[config.mk]
export PLATFORM = sky130hd
export DESIGN_NAME = data_bus_uart_tx
export DESIGN_NICKNAME = d
export VERILOG_FILES = /design/src/rtl/data_bus_uart_tx.sv
export SDC_FILE = /design/constraint.sdc
export NUM_CORES = 1
export LEC_CHECK = 0
export CAP_MARGIN = 20
export CORE_MARGIN = 5
export CORE_UTILIZATION = 45
export DETAILED_ROUTE_END_ITERATION = 10
export HOLD_SLACK_MARGIN = 0.1
export PLACE_DENSITY = 0.68
export SLEW_MARGIN = 20
export SYNTH_ARGS = -nofsm -noshare
export SYNTH_HDL_FRONTEND = slang
export SYNTH_SLANG_ARGS = --single-unit
[constraint.sdc]
create_clock -name clock -period 8.3 [get_ports clock]
set_input_delay 1.66 -clock clock [delete_from_list [all_inputs] [get_ports clock]]
set_output_delay 1.66 -clock clock [all_outputs]
set_load 0.02 [all_outputs]
[src/rtl/data_bus_uart_tx.sv]
// Memory-mapped 8N1 UART transmitter on the core data bus.
// A small register window feeds a TX FIFO that drives a baud-timed serialiser.
module data_bus_uart_tx #(
    parameter logic [31:0] BASE_ADDR   = 32'h1000_0000,
    parameter int          FIFO_DEPTH  = 8,
    parameter logic [15:0] DEFAULT_DIV = 16'd434
) (
    input  logic        clock,
    input  logic        reset,
    input  logic [31:0] address,
    input  logic [31:0] write_data,
    input  logic [3:0]  byte_enable,
    input  logic        read_enable,
    input  logic        write_enable,
    output logic [31:0] read_data,
    output logic        uart_tx,
    output logic        tx_irq
);

    localparam int            PW    = $clog2(FIFO_DEPTH);
    localparam logic [PW:0]   DEPTH = (PW + 1)'(FIFO_DEPTH);

    localparam logic [1:0] IDLE  = 2'd0;
    localparam logic [1:0] START = 2'd1;
    localparam logic [1:0] DATA  = 2'd2;
    localparam logic [1:0] STOP  = 2'd3;

    localparam logic [1:0] REG_TXDATA = 2'd0;
    localparam logic [1:0] REG_STATUS = 2'd1;
    localparam logic [1:0] REG_BAUD   = 2'd2;

    logic          sel;
    logic [1:0]    reg_idx;
    logic          push_req;
    logic          push;
    logic          pop;
    logic          full;
    logic          empty;
    logic          busy;
    logic          ovf_clear;
    logic          baud_wr;
    logic [15:0]   baud_next;

    logic [7:0]    mem [FIFO_DEPTH];
    logic [PW-1:0] wr_ptr;
    logic [PW-1:0] rd_ptr;
    logic [PW:0]   count;
    logic          overflow;
    logic [15:0]   baud_div;

    logic [1:0]    state;
    logic [15:0]   cnt;
    logic [2:0]    bit_idx;
    logic [7:0]    shift_reg;

    // Lanes and address bits the register map never looks at.
    logic unused_bits;
    assign unused_bits = ^{address[1:0], write_data[31:16], byte_enable[3:2]};

    assign sel       = (address[31:4] == BASE_ADDR[31:4]);
    assign reg_idx   = address[3:2];
    assign push_req  = sel && write_enable && (reg_idx == REG_TXDATA) && byte_enable[0];
    assign push      = push_req && !full;
    assign ovf_clear = sel && write_enable && (reg_idx == REG_STATUS) && byte_enable[0]
                       && write_data[3];
    assign baud_wr   = sel && write_enable && (reg_idx == REG_BAUD);

    assign full   = (count == DEPTH);
    assign empty  = (count == '0);
    assign busy   = (state != IDLE);
    assign pop    = (state == IDLE) && !empty;
    assign tx_irq = empty && !busy;

    // NOTE: every output of a combinational block gets a default first, otherwise a latch is inferred.
    always_comb begin
        baud_next = baud_div;
        if (byte_enable[0]) baud_next[7:0]  = write_data[7:0];
        if (byte_enable[1]) baud_next[15:8] = write_data[15:8];
        if (baud_next == 16'd0) baud_next = 16'd1;
    end

    always_comb begin
        read_data = 32'h0;
        if (sel && read_enable) begin
            case (reg_idx)
                REG_STATUS: begin
                    read_data[0]    = full;
                    read_data[1]    = empty;
                    read_data[2]    = busy;
                    read_data[3]    = overflow;
                    read_data[15:8] = 8'(count);
                end
                REG_BAUD: read_data[15:0] = baud_div;
                default:  read_data = 32'h0;
            endcase
        end
    end

    // NOTE: sequential state uses non-blocking assignments so every flop samples pre-edge values.
    always_ff @(posedge clock or posedge reset) begin
        if (reset) begin
            wr_ptr   <= '0;
            rd_ptr   <= '0;
            count    <= '0;
            overflow <= 1'b0;
            baud_div <= DEFAULT_DIV;
        end else begin
            if (push) wr_ptr <= wr_ptr + 1'b1;
            if (pop)  rd_ptr <= rd_ptr + 1'b1;
            case ({push, pop})
                2'b10:   count <= count + 1'b1;
                2'b01:   count <= count - 1'b1;
                default: count <= count;
            endcase
            if (push_req && full) overflow <= 1'b1;
            else if (ovf_clear)   overflow <= 1'b0;
            if (baud_wr) baud_div <= baud_next;
        end
    end

    // NOTE: FIFO storage is not reset; the pointers and count alone define which entries are valid.
    always_ff @(posedge clock) begin
        if (push) mem[wr_ptr] <= write_data[7:0];
    end

    always_ff @(posedge clock or posedge reset) begin
        if (reset) begin
            state     <= IDLE;
            cnt       <= '0;
            bit_idx   <= '0;
            shift_reg <= '0;
        end else begin
            case (state)
                IDLE: begin
                    if (pop) begin
                        shift_reg <= mem[rd_ptr];
                        cnt       <= baud_div - 16'd1;
                        state     <= START;
                    end
                end
                START: begin
                    if (cnt == 16'd0) begin
                        cnt     <= baud_div - 16'd1;
                        bit_idx <= 3'd0;
                        state   <= DATA;
                    end else begin
                        cnt <= cnt - 16'd1;
                    end
                end
                DATA: begin
                    if (cnt == 16'd0) begin
                        cnt <= baud_div - 16'd1;
                        if (bit_idx == 3'd7) state <= STOP;
                        else                 bit_idx <= bit_idx + 3'd1;
                    end else begin
                        cnt <= cnt - 16'd1;
                    end
                end
                default: begin
                    if (cnt == 16'd0) state <= IDLE;
                    else              cnt   <= cnt - 16'd1;
                end
            endcase
        end
    end

    // Line level lags the state by one clock.
    always_ff @(posedge clock or posedge reset) begin
        if (reset) begin
            uart_tx <= 1'b1;
        end else begin
            case (state)
                START:   uart_tx <= 1'b0;
                DATA:    uart_tx <= shift_reg[bit_idx];
                default: uart_tx <= 1'b1;
            endcase
        end
    end

endmodule
==> out/metrics.yaml, run 1 <==
diodes: 0
grt_pass1_vias: 4806
cp-start-kind: "input port"
io_pins: 106
drc: 0
vias_per_cell: 5.70
synth_top_cell_area_share_pct: 30.6
crit_buf_inv: 2
tns_ps: 0
final_layout_size_suffix_gt1_share_pct: 13.9
hpwl_um: 10500
ys_seq_elements: 121
hold_buffers: 0
syn_area_per_cell_um2: 12.1
fin_skew_ps: 10.3
die_area_um2: 16400
cts_setup_buffers: 0
leakage_nw: 2.90
worst_setup_path_end_kind: "output port"
place_congestion: 0.925
hold_end: "shift_reg[4]"
worstHoldPathType: "reg -> reg"
slew_viol_final: 0
r2r_slack_ps: 4880
wl_per_cell_um: 18.9
critical_path_class: "in -> out"
antenna_found_initial: 0
grt_pass1_wl_um: 24300
first_iter_violations: 323
holdPathStages: 2
synth_area_leader_cell: "edfxtp_1"
cts_buffer_depth: 2
rr_startpoint: "count[0]"
whs_ps: 484
top_register: "mem"
reg2reg_to: "count[2]"
track_usage_pct: 19.1
h-tree-depth: 4
critPathMaxFanout: 12
reg_top3: "mem: 64 flops, baud_div: 16 flops, cnt: 16 flops"
post-route-util_pct: 55.5
num_rows: 43
r2r_cells: 10
fmax_mhz: 168
ys_async_sr_fraction_pct: 47.1
hp-start: "shift_reg[4]"
area_growth_pct: 21.9
die_h_um: 128
postSynth.topFlopCell: "edfxtp_1"
cpPeakStageDelay_ps: 620
fin_area_um2: 7650
grt_overflow: 0
numCtsBuffers: 17
setup_viol: 0
cp_data_arrival_time_ps: 4280
dieWidth_um: 128
clock-root-buffer: "clkbuf_16"
worst_slew_pin_slew_ps: 825
power_density_nw_per_um2: 192
multiInputGateArea_um2: 2700
layout.filler_cells: 1173
clk_latency_ps: 420
slowest_stage: "clkdlybuf4s50_1"
ir_worst_vdd_v: 0.000147
relSlewSlack_pct: 44.6
synth-edff-count: 64
clock-sinks: 121
rsz0062_at_grt: "no"
core_um2: 13800
status: "complete, no violations"
final.period_utilization_pct: 71.6
syn_inst: 520
worst_ep_required_time_ps: 6640
maxCapViolations: 0
portBuffers: 69
start_util_pct: 45.6
period_needed_ps: 5940
ctsResizeCount: 0
crit_chain: "clkdlybuf4s50_1 -> nor4b_1 -> nand4_1 -> nor2_1 -> nand3_1 -> nor2_1 -> clkdlybuf4s50_1"
largest_reg_flops: 64
synth_area_um2: 6270
hold_viol_final: 0
via_count: 4441
path_clk_slew_ps: 60
seq_area_frac_synth_pct: 53.5
dr.pass1.iters: 4
placed_cell_area_um2: 7050
crit_family: "simple AND/OR/NAND/NOR gates"
layout.nets: 674
yosysWarnings: 0
total_power_mw: 1.47
postRouteAntennaNets: 0
seq_area_um2: 3360
tritoncts: "built"
yosysUniqueCellTypes: 65
synth.area.top_cells: "edfxtp_1 31%, dfrtp_1 20%, mux4_2 6.5%, ha_1 3.2%, dfstp_2 2.5%"
grt_max_degree: 58
cp-startpoint: "address[31]"
routed_wirelength_um: 14700
[cell families after synthesis]
logic type	Yosys count	share of synthesized area, %
other cells	1	0.0598
fa+ha+maj	16	3.19
flops	121	53.5
compound gates	96	10.6
mux	41	10.3
simple gates	165	14.5
xor+xnor	23	3.21
buf+inv	57	4.55
[metal layers]
layer / global-route usage, % / part of all wire [%] / routed length, µm / vias to the layer above
li1: - / - / - / 2099
met5: 0 / 0 / 0 / -
met2: 32.4 / 51 / 7550 / 126
met4: 6.87 / 1.2 / 170 / 0
met3: 4.58 / 4.7 / 693 / 16
met1: 23.7 / 43 / 6310 / 2200
[cells in the final DEF, fill, tap and decap left out, types with 4 or more instances in the layout]
cell / count
nor3_1: 14
clkbuf_16: 17
nor3b_1: 5
buf_4: 4
o211ai_1: 4
a22oi_1: 9
and2_1: 10
inv_1: 14
edfxtp_1: 64
mux4_2: 18
dfstp_2: 6
inv_6: 6
xor2_1: 8
o221ai_1: 4
nor2_1: 35
nand3_1: 5
xnor2_1: 15
nand4_1: 9
o21ai_1: 7
a21oi_1: 15
mux2i_1: 12
ha_1: 16
mux2_2: 9
dfrtp_1: 50
conb_1: 16
or4_1: 4
a22o_1: 13
nor4_1: 19
nand2b_1: 4
nor4b_1: 4
clkdlybuf4s50_1: 69
o21ai_0: 19
nand2_1: 31
[final cells by class]
type	count	area share [%]
well taps	180	2.94
inverters	16	0.785
clock buffers	18	5.61
flip-flops and latches	121	43.9
multi-input cells	357	35.3
clock inverters	14	2.09
repair buffers	73	9.42
[Yosys cell counts (10+ instances only)]
| cell | number |
|---|---|
| a22o_1 | 13 |
| a21oi_1 | 15 |
| mux4_2 | 18 |
| o21ai_0 | 19 |
| clkbuf_1 | 19 |
| nor3_1 | 14 |
| nor2_1 | 35 |
| dfrtp_1 | 51 |
| buf_4 | 16 |
| mux2i_1 | 12 |
| ha_1 | 16 |
| xnor2_1 | 15 |
| nor4_1 | 19 |
| inv_1 | 15 |
| nand2_1 | 31 |
| and2_1 | 10 |
| edfxtp_1 | 64 |
[worst register-to-register path, delay by kind of cell (launching register included)]
kind	cells	cell delay, ps
AOI/OAI and AO/OA	1	140
buffers and inverters	1	280
and+or+nand+nor	3	1430
DFF	1	470
xor gates and xnor gates	3	470
adders and majority gates	2	510
[power by group]
part / switching, mW / total (mW) / leakage [nW] / internal [mW]
logic: 0.0371 / 0.0725 / 1.28 / 0.0353
registers: 0.00766 / 0.655 / 1.34 / 0.648
clock network: 0.291 / 0.740 / 0.281 / 0.449
total: 0.336 / 1.47 / 2.90 / 1.13
[how the worst max path moves through the flow]
| stage | end | depth (start not counted) |
|---|---|---|
| 3_5_place_dp | read_data[3] | 7 |
| 4_1_cts | read_data[3] | 7 |
| 5_1_grt | read_data[9] | 7 |
| 2_1_floorplan | read_data[0] | 6 |
| 3_3_place_gp | read_data[11] | 7 |
| 6_report | read_data[3] | 7 |
[per-stage QoR]
step           setup WS, ps  std cells
2_1_floorplan          3600        535
3_3_place_gp           2380        747
3_5_place_dp           2390        747
4_1_cts                2360        779
5_1_grt                2090        779
6_report               2360        779
No activity file was read; power rests on OpenSTA's default activity.
==> run 2, diff against run 1 <==
--- a/config.mk
+++ b/config.mk
@@ -10,7 +10,7 @@
 export CORE_UTILIZATION = 45
 export DETAILED_ROUTE_END_ITERATION = 10
 export HOLD_SLACK_MARGIN = 0.1
-export PLACE_DENSITY = 0.68
+export PLACE_DENSITY = 0.71
 export SLEW_MARGIN = 20
 export SYNTH_ARGS = -nofsm -noshare
 export SYNTH_HDL_FRONTEND = slang
==> constraint.sdc (replaced) <==
create_clock -name clock -period 4.8 [get_ports clock]
set_input_delay 0.96 -clock clock [delete_from_list [all_inputs] [get_ports clock]]
set_output_delay 0.96 -clock clock [all_outputs]
set_load 0.02 [all_outputs]
==> out/metrics.yaml, run 2 (synthesis gave the netlist of run 1 again) <==
worst_ep_required_time_ps: 3840  # -2800 ps
critical_path_class: "in -> out"
final_layout_size_suffix_gt1_share_pct: 14.1  # +0.24 points
worst_slew_pin_slew_ps: 1020  # +198 ps
clk_latency_ps: 410  # about the same
leakage_nw: 2.92  # +0.82%
final.period_utilization_pct: 87.4
diodes: 0  # unchanged
path_clk_slew_ps: 50  # about the same
clockPowerShare_pct: 51.1  # +0.7 points
die_area_um2: 16400  # unchanged
clock-root-buffer: "clkbuf_16"
dieWidth_um: 128  # unchanged
setup_viol: 0  # unchanged
period_needed_ps: 4200
reg_top3: "mem: 64 flops, baud_div: 16 flops, cnt: 16 flops"
fmax_mhz: 238
worst_setup_path_end_kind: "output port"
ctsResizeCount: 0  # unchanged
first_iter_violations: 467  # +45%
cpPeakStageDelay_ps: 640  # +20 ps
tritoncts: "built"
drc: 0  # unchanged
tns_ps: 0  # unchanged
place_congestion: 0.902  # -2.5%
grt_max_degree: 44  # -24%
num_rows: 43  # unchanged
area_growth_pct: 22.8
ir_worst_vdd_v: 0.000248  # +68%
cts_buffer_depth: 2  # unchanged
crit_chain: "clkdlybuf4s50_1 -> nor4b_1 -> nand4_1 -> nor2_1 -> buf_4 -> nand3_1 -> nor2_1 -> clkdlybuf4s50_1"
routed-wl-met2_um: 7290  # -3.5%
top_register: "mem"
critPathMaxFanout: 12  # unchanged
vias_per_cell: 5.81  # +1.9%
grt_pass1_vias: 4665  # -2.9%
slew_viol_final: 0  # unchanged
hpwl_um: 10500  # -0.27%
io_pins: 106  # unchanged
power_frac_seq_pct: 43.9  # -0.7 points
largest_reg_flops: 64  # unchanged
met1_length_um: 6190  # -1.9%
hold_viol_final: 0  # unchanged
cp-start-kind: "input port"
grt_overflow: 0  # unchanged
layout.nets: 680  # +0.89%
cts_setup_buffers: 0  # unchanged
h-tree-depth: 4  # unchanged
final_cell_count_no_fill: 783  # +0.51%
relSlewSlack_pct: 30.9  # -14 points
p_switching_uw: 534  # +59%
slowest_stage: "clkdlybuf4s50_1"
maxCapViolations: 0  # unchanged
fin_area_um2: 7700  # +0.72%
dp_cells: 753  # +0.80%
worstHoldPathType: "reg -> reg"
via_count: 4548  # +2.4%
numCtsBuffers: 17  # unchanged
dr.max_layer_used: "met4"
r2r_slack_ps: 1690  # -3190 ps
portBuffers: 69  # unchanged
power_density_nw_per_um2: 335  # +75%
switching_share_pct: 20.7  # -2.2 points
layout_common_cells: "69 x clkdlybuf4s50_1, 64 x edfxtp_1, 50 x dfrtp_1"
core_um2: 13800  # unchanged
post-route-util_pct: 55.9  # +0.40 points
placed_cell_area_um2: 7100  # +0.64%
wl_per_cell_um: 18.6  # -1.8%
die_h_um: 128  # unchanged
antenna_found_initial: 0  # unchanged
grt_pass1_wl_um: 24000  # -1.2%
start_util_pct: 45.6  # unchanged
dr.pass1.iters: 6  # +2
combinationalPowerShare_pct: 5.0  # about the same
fin_skew_ps: 11.1  # +0.816 ps
dr_wl_met3_um: 863  # +25%
status: "complete, no violations"
rsz0062_at_grt: "no"
layout_commonest_cell: "clkdlybuf4s50_1"
hold_buffers: 0  # unchanged
postRouteAntennaNets: 0  # unchanged
intPower_mw: 2.05  # +81%
track_usage_pct: 18.9  # -0.22 points
clock-sinks: 121  # unchanged
cp_data_arrival_time_ps: 3240  # -1040 ps
routed_wirelength_um: 14500  # -1.3%
run 2: cell count changes in the layout (fill, tap and decap cells not counted), sizes merged:
cell	change
bufinv	+2
buf	+6
clkbuf	+1
clkinv	+1
inv	-6
run 2: critical path, delay by kind of cell:
family                 cells  cell delay [ps]
buffers and inverters      3             1250
AND/OR/NAND/NOR            5             1040
run 2: final timing paths:
check | endpoint | cells after the start | startpoint
worst max-delay path | read_data[8] | 8 | address[31]
worst min-delay path | shift_reg[5] | 2 | shift_reg[5]
worst max register to register | count[2] | 11 | count[0]
worst min register to register | shift_reg[5] | 2 | shift_reg[5]
max in group asynchronous | baud_div[8] | 3 | reset
min in group asynchronous | cnt[10] | 2 | reset
run 2: final cells by class:
class                   instances  area [µm²]
clock buffers                  19         433
clock inverters                11         174
fillers                      1157        6070
inverters                      16        60.1
multi-input cells             357        2690
flip-flops and latches        121        3360
well taps                     180         225
repair buffers                 79         766
run 2: power groups by stage:
stage	logic [mW]	registers [mW]	clock network (mW)
final	0.128	1.13	1.32
after floorplan	0.0690	1.15	0
after global routing	0.142	1.14	1.39
after global placement	0.124	1.15	0
after CTS	0.129	1.13	1.34
after detailed placement	0.129	1.15	0
run 2: routing by layer:
layer / up-vias / global-route usage, %
met1: 2232 / 24.0
met2: 186 / 30.7
met3: 16 / 4.71
li1: 2114 / -
met5: - / 0
met4: 0 / 7.87
run 2: metrics by stage:
step / hold slack (ps) / power [mW] / worst slack, ps
2_1_floorplan: 445 / 1.22 / 1500
3_3_place_gp: 460 / 1.28 / 654
3_5_place_dp: 472 / 1.28 / 630
4_1_cts: 484 / 2.60 / 630
5_1_grt: 501 / 2.67 / 405
6_report: 475 / 2.58 / 603
==> run 3, diff against run 2 <==
--- a/config.mk
+++ b/config.mk
@@ -5,7 +5,6 @@
 export SDC_FILE = /design/constraint.sdc
 export NUM_CORES = 1
 export LEC_CHECK = 0
-export CAP_MARGIN = 20
 export CORE_MARGIN = 5
 export CORE_UTILIZATION = 45
 export DETAILED_ROUTE_END_ITERATION = 10
==> results of run 3 <==
No change in the layout: final DEF, timing and power equal those of run 2.
